[config.mk]
export PLATFORM = sky130hd
export DESIGN_NAME = inst_encoder
export DESIGN_NICKNAME = d
export VERILOG_FILES = /design/src/rtl/inst_encoder.sv
export SDC_FILE = /design/constraint.sdc
export NUM_CORES = 1
export LEC_CHECK = 0
export BUFFER_PORTS_ARGS = -buffer_cell sky130_fd_sc_hd__buf_4
export CAP_MARGIN = 20
export CORE_MARGIN = 2
export CORE_UTILIZATION = 40
export CTS_BUF_LIST = sky130_fd_sc_hd__clkbuf_8 sky130_fd_sc_hd__clkbuf_16
export DETAILED_ROUTE_END_ITERATION = 7
export GPL_ROUTABILITY_DRIVEN = 0
export SLEW_MARGIN = 20
export SYNTH_ARGS = -nofsm -noshare
export SYNTH_HDL_FRONTEND = slang
export SYNTH_SLANG_ARGS = --single-unit
[constraint.sdc]
create_clock -name clk_i -period 3.2 [get_ports clk_i]
set_input_delay 0.32 -clock clk_i [delete_from_list [all_inputs] [get_ports clk_i]]
set_output_delay 0.32 -clock clk_i [all_outputs]
set_load 0.05 [all_outputs]
[src/rtl/inst_encoder.sv]
// -----------------------------------------------------------------------------
// inst_encoder
//
// Streaming RV32I instruction encoder. Takes decoded instruction fields over a
// valid/ready handshake, packs them into a 32-bit instruction word according
// to the format code, and queues the result in a small circular output FIFO
// with its own valid/ready handshake.
//
// Parameters:
//   DEPTH        output FIFO entries (supported: 2, 4)
//
// Ports:
//   clk_i        clock
//   rst_i        synchronous active-high reset
//   in_valid_i   input fields valid
//   in_ready_o   encoder can accept (registered state only, no fall-through)
//   fmt_i        format: 0=R 1=I 2=S 3=B 4=U 5=J, 6/7 reserved
//   opcode_i     opcode
//   rd_i         destination register
//   rs1_i        source register 1
//   rs2_i        source register 2
//   funct3_i     funct3
//   funct7_i     funct7 (R format only)
//   imm_i        architectural immediate (byte offset / value, not pre-shifted)
//   out_valid_o  encoded word available
//   out_ready_i  consumer accepts
//   out_inst_o   head-of-FIFO instruction word (0 when empty)
//   enc_count_o  words enqueued since reset (wraps)
//   err_o        one-cycle pulse after a rejected input
//
// Build option:
//   INST_ENCODER_RANGE_CHECK_EN  when defined, each accepted input has its
//   immediate/format checked; failing inputs are consumed but not enqueued and
//   err_o pulses. When undefined, immediates are silently truncated, reserved
//   formats encode as R, and err_o is tied 0.
// -----------------------------------------------------------------------------
module inst_encoder #(
    parameter int unsigned DEPTH = 2
) (
    input  logic        clk_i,
    input  logic        rst_i,
    input  logic        in_valid_i,
    output logic        in_ready_o,
    input  logic [2:0]  fmt_i,
    input  logic [6:0]  opcode_i,
    input  logic [4:0]  rd_i,
    input  logic [4:0]  rs1_i,
    input  logic [4:0]  rs2_i,
    input  logic [2:0]  funct3_i,
    input  logic [6:0]  funct7_i,
    input  logic [31:0] imm_i,
    output logic        out_valid_o,
    input  logic        out_ready_i,
    output logic [31:0] out_inst_o,
    output logic [15:0] enc_count_o,
    output logic        err_o
);

    localparam int unsigned PTR_W = (DEPTH > 1) ? $clog2(DEPTH) : 1;
    localparam int unsigned CNT_W = $clog2(DEPTH + 1);

    localparam logic [PTR_W-1:0] PTR_LAST = PTR_W'(DEPTH - 1);
    localparam logic [CNT_W-1:0] CNT_FULL = CNT_W'(DEPTH);

    typedef enum logic [2:0] {
        FmtR   = 3'd0,
        FmtI   = 3'd1,
        FmtS   = 3'd2,
        FmtB   = 3'd3,
        FmtU   = 3'd4,
        FmtJ   = 3'd5,
        FmtRs6 = 3'd6,
        FmtRs7 = 3'd7
    } fmt_e;

    // -------------------------------------------------------------------------
    // State
    // -------------------------------------------------------------------------
    logic [31:0]      r_mem [DEPTH];
    logic [PTR_W-1:0] r_wptr;
    logic [PTR_W-1:0] r_rptr;
    logic [CNT_W-1:0] r_count;
    logic [15:0]      r_enc_count;

    // -------------------------------------------------------------------------
    // Combinational signals
    // -------------------------------------------------------------------------
    fmt_e        w_fmt;
    logic [31:0] w_word;
    logic        w_fields_ok;
    logic        w_accept;
    logic        w_push;
    logic        w_pop;

    assign w_fmt = fmt_e'(fmt_i);

    // -------------------------------------------------------------------------
    // Field packing
    // -------------------------------------------------------------------------
    always_comb begin
        w_word = '0;
        case (w_fmt)
            FmtI: begin
                w_word = {imm_i[11:0], rs1_i, funct3_i, rd_i, opcode_i};
            end
            FmtS: begin
                w_word = {imm_i[11:5], rs2_i, rs1_i, funct3_i, imm_i[4:0], opcode_i};
            end
            FmtB: begin
                // imm[0] is implied zero for branch offsets and is dropped
                w_word = {imm_i[12], imm_i[10:5], rs2_i, rs1_i, funct3_i,
                          imm_i[4:1], imm_i[11], opcode_i};
            end
            FmtU: begin
                w_word = {imm_i[31:12], rd_i, opcode_i};
            end
            FmtJ: begin
                w_word = {imm_i[20], imm_i[10:1], imm_i[11], imm_i[19:12], rd_i, opcode_i};
            end
            default: begin
                // R, and reserved codes when they are not rejected
                w_word = {funct7_i, rs2_i, rs1_i, funct3_i, rd_i, opcode_i};
            end
        endcase
    end

    // -------------------------------------------------------------------------
    // Optional immediate / format range check
    // -------------------------------------------------------------------------
`ifdef INST_ENCODER_RANGE_CHECK_EN
    logic w_reject;
    logic r_err;

    always_comb begin
        w_fields_ok = 1'b1;
        case (w_fmt)
            FmtR: begin
                w_fields_ok = 1'b1;
            end
            FmtI, FmtS: begin
                // 12-bit signed immediate: bits 31..11 must be a sign extension
                w_fields_ok = (imm_i[31:11] == '0) || (imm_i[31:11] == '1);
            end
            FmtB: begin
                w_fields_ok = ((imm_i[31:12] == '0) || (imm_i[31:12] == '1)) && !imm_i[0];
            end
            FmtJ: begin
                w_fields_ok = ((imm_i[31:20] == '0) || (imm_i[31:20] == '1)) && !imm_i[0];
            end
            FmtU: begin
                w_fields_ok = (imm_i[11:0] == '0);
            end
            default: begin
                w_fields_ok = 1'b0;
            end
        endcase
    end

    assign w_reject = w_accept && !w_fields_ok;

    always_ff @(posedge clk_i) begin
        if (rst_i) begin
            r_err <= 1'b0;
        end else begin
            r_err <= w_reject;
        end
    end

    assign err_o = r_err;
`else
    assign w_fields_ok = 1'b1;
    assign err_o       = 1'b0;
`endif

    // -------------------------------------------------------------------------
    // Handshakes
    // -------------------------------------------------------------------------
    // Readiness depends only on registered occupancy, never on out_ready_i.
    assign in_ready_o  = !rst_i && (r_count < CNT_FULL);
    assign out_valid_o = (r_count != '0);

    assign w_accept = in_valid_i && in_ready_o;
    assign w_push   = w_accept && w_fields_ok;
    assign w_pop    = out_valid_o && out_ready_i;

    assign out_inst_o  = out_valid_o ? r_mem[r_rptr] : 32'h0;
    assign enc_count_o = r_enc_count;

    // -------------------------------------------------------------------------
    // FIFO storage (contents need no reset: occupancy gates visibility)
    // -------------------------------------------------------------------------
    always_ff @(posedge clk_i) begin
        if (w_push) begin
            r_mem[r_wptr] <= w_word;
        end
    end

    // -------------------------------------------------------------------------
    // FIFO pointers, occupancy, enqueue counter
    // -------------------------------------------------------------------------
    always_ff @(posedge clk_i) begin
        if (rst_i) begin
            r_wptr      <= '0;
            r_rptr      <= '0;
            r_count     <= '0;
            r_enc_count <= '0;
        end else begin
            if (w_push) begin
                r_wptr      <= (r_wptr == PTR_LAST) ? '0 : r_wptr + 1'b1;
                r_enc_count <= r_enc_count + 16'd1;
            end
            if (w_pop) begin
                r_rptr <= (r_rptr == PTR_LAST) ? '0 : r_rptr + 1'b1;
            end
            case ({w_push, w_pop})
                2'b10:   r_count <= r_count + 1'b1;
                2'b01:   r_count <= r_count - 1'b1;
                default: r_count <= r_count;
            endcase
        end
    end

endmodule
==> metrics.yaml <==
synth.distinct_cells: 38
cp_slowest_cell: "dfxtp_2"
final_util_pct: 53.1
grtUsageTotal_pct: 16.3
tightest_slew_ps: 541
setup_tns_ps: 0
drt_iter0_drc: 86
cts_resized: 0
dp.cells: 572
die_y_um: 103
finalCritPeriodShare_pct: 70.8
status: "complete, no violations"
finalWirelength_um: 8750
start_util_pct: 40.8
final_cell_area_sq_um: 5140
clock_latency_ps: 350
clkTransAtPathRegs_ps: 80
timing.final.crit_period_ps: 2270
min_to: "r_mem[1][0]$_DFFE_PP_"
layout.nets: 523
peakVddDrop_mv: 0.295
synth_flop_cell: "edfxtp_1"
yosysWarnings: 0
cts_tree: "done"
syn-num-nets: 406
cts.sinks: 85
pwr_density_cell_nw_per_um2: 692
ant_nets: 0
finalHoldViolCount: 0
worst-path-max-fanout: 17
reg2regPathDepth: 7
crit_type: "reg2out"
synth_area_per_cell_sq_um: 11.9
rsz0062_at_grt: "no"
num_vias: 2852
final-setup-viol-count: 0
fin_cells: 587
die_w_um: 103
syn2layout_area_growth_pct: 30.1
max_stage_delay_ps: 680
synth_area_sq_um: 3950
grt_overflow: 0
wl_per_cell_um: 14.9
hp-class: "in2reg"
coreArea_sq_um: 9680
post_dp_cell_area_sq_um: 4990
yosysSeqAreaShare_pct: 59.3
antenna_found_initial: 0
cts_root_buffer: "clkbuf_8"
h-tree-depth: 3
via_per_inst: 4.86
rr_startpoint: "r_count[1]$_SDFFE_PP0P_"
required_ps: 2880
grt_pass1_vias: 2666
crit_path_start_kind: "flip-flop"
drcViolationCount: 0
slew_violations: 0
crit_chain: "buf_4 > mux2i_1 > nor2_1 > buf_4"
dp_hpwl_um: 6130
ioPinCount: 122
fin_skew_ps: 5.34
clock_path_buffers: 2
cts_hold_buffers: 0
cts_buffers: 9
portBuffers: 120
ys_seq_elements: 85
syn_inst: 333
crit_top_cell: "buf_4"
synth_edf_count: 64
fmax_mhz: 441
num_rows: 36
holdPathStages: 1
reg2reg_to: "r_count[1]$_SDFFE_PP0P_"
diodes: 0
async_reset_ff_share_pct: 0
endpoint_kind: "primary output"
dr.pass1.iters: 6
relSlewSlack_pct: 63.9
max-cap-violations: 0
rrSetupSlack_ps: 1130
leakage_uw: 0.00198
grt_pass1_wl_um: 12900
worstHoldStart: "opcode_i[0]"
finalPower_uw: 3560
grt_max_degree: 34
cts_setup_buffers: 0
cp_data_arrival_time_ps: 1950
die_area_sq_um: 10700
final_layout_size_suffix_gt1_share_pct: 36.8
## critical path, delay by kind of cell, from the launching register on
kind | cells | cell delay, ps
multiplexers | 1 | 230
buffers and inverters | 2 | 600
AND/OR/NAND/NOR | 1 | 80
flip-flops | 1 | 680
## synthesized netlist by cell type (all sizes together), types with 6 or more instances
cell type / instances / area share (%)
edfxtp: 64 / 49
nor2: 59 / 5.6
mux2i: 41 / 10
dfxtp: 21 / 11
nand2: 21 / 2.0
mux2: 20 / 5.7
o21ai: 17 / 2.2
a21oi: 13 / 1.6
clkbuf: 12 / 1.1
xnor2: 9 / 2.0
buf: 6 / 0.70
nand3: 6 / 0.76
## registers in the layout, indices dropped and copies added, names as in the netlist, named ones only
signal / flops
enc_count_o: 16
r_count: 2
r_mem: 64
r_rptr: 1
r_wptr: 1
## cell usage in the layout, fill, tap and decap left out, types with 3 or more instances in the layout
cell      instances
xnor2_1           9
buf_4           124
dfxtp_1          20
mux2i_1          41
clkbuf_8          9
a21oi_1          13
xor2_1            5
nand3_1           6
nand2b_1          3
nor2_1           56
a22oi_1           4
mux2_2           20
clkinv_1          3
nand2_1          21
o21ai_0          17
edfxtp_1         64
inv_1             6
## layer usage
| metal | up-vias | part of all wire (%) | wire length (um) | track usage [%] |
|---|---|---|---|---|
| met5 | - | 0 | 0 | 0 |
| met4 | 0 | 2.4 | 208 | 9.01 |
| met3 | 15 | 5.1 | 448 | 4.37 |
| met2 | 91 | 48 | 4230 | 25.4 |
| met1 | 1319 | 44 | 3870 | 20.5 |
| li1 | 1427 | - | - | - |
## logic make-up (layout without fill, tap and decap cells)
family | Yosys count | after routing | synth area share (%)
AOI/OAI and AO/OA | 37 | 37 | 5.13
xor gates and xnor gates | 14 | 14 | 3.10
adders and majority gates | 2 | 2 | 0.633
buffers and inverters | 22 | 143 | 2.22
DFF | 85 | 85 | 59.3
muxes | 62 | 62 | 16.7
other | 1 | 1 | 0.0949
and+or+nand+nor | 110 | 110 | 12.9
## stage by stage
stage	setup WS [ps]	hold slack, ps
after floorplan	636	389
after global placement	1210	464
after detailed placement	1100	486
after CTS	890	142
after global routing	825	140
final	933	159
## where the power goes
part / total, uW / switching [uW] / internal (uW)
Clock: 618 / 355 / 263
Sequential: 1380 / 78.2 / 1300
Combinational: 1560 / 1060 / 502
## worst max path at each step
stage / slack [ps] / to / start / cells past startpoint
floorplan: 640 / r_mem[0][0]$_DFFE_PP_ / r_count[1]$_SDFFE_PP0P_ / 4
finish: 930 / out_inst_o[11] / flip-flop / 4
global placement: 1210 / r_count[1]$_SDFFE_PP0P_ / in_valid_i / 6
global route: 820 / out_inst_o[18] / flip-flop / 4
CTS: 890 / out_inst_o[11] / flip-flop / 4
detailed placement: 1100 / r_count[1]$_SDFFE_PP0P_ / in_valid_i / 6
## final cells by class
class	count	area [sq um]
fill	864	4540
inverter	4	15.0
clock inverter	6	23.8
sequential	85	2340
clock buffer	9	124
timing repair buffer	124	931
multi-input combinational	226	1540
tap	133	166
Note: power is estimated with default switching activity, not from simulation.
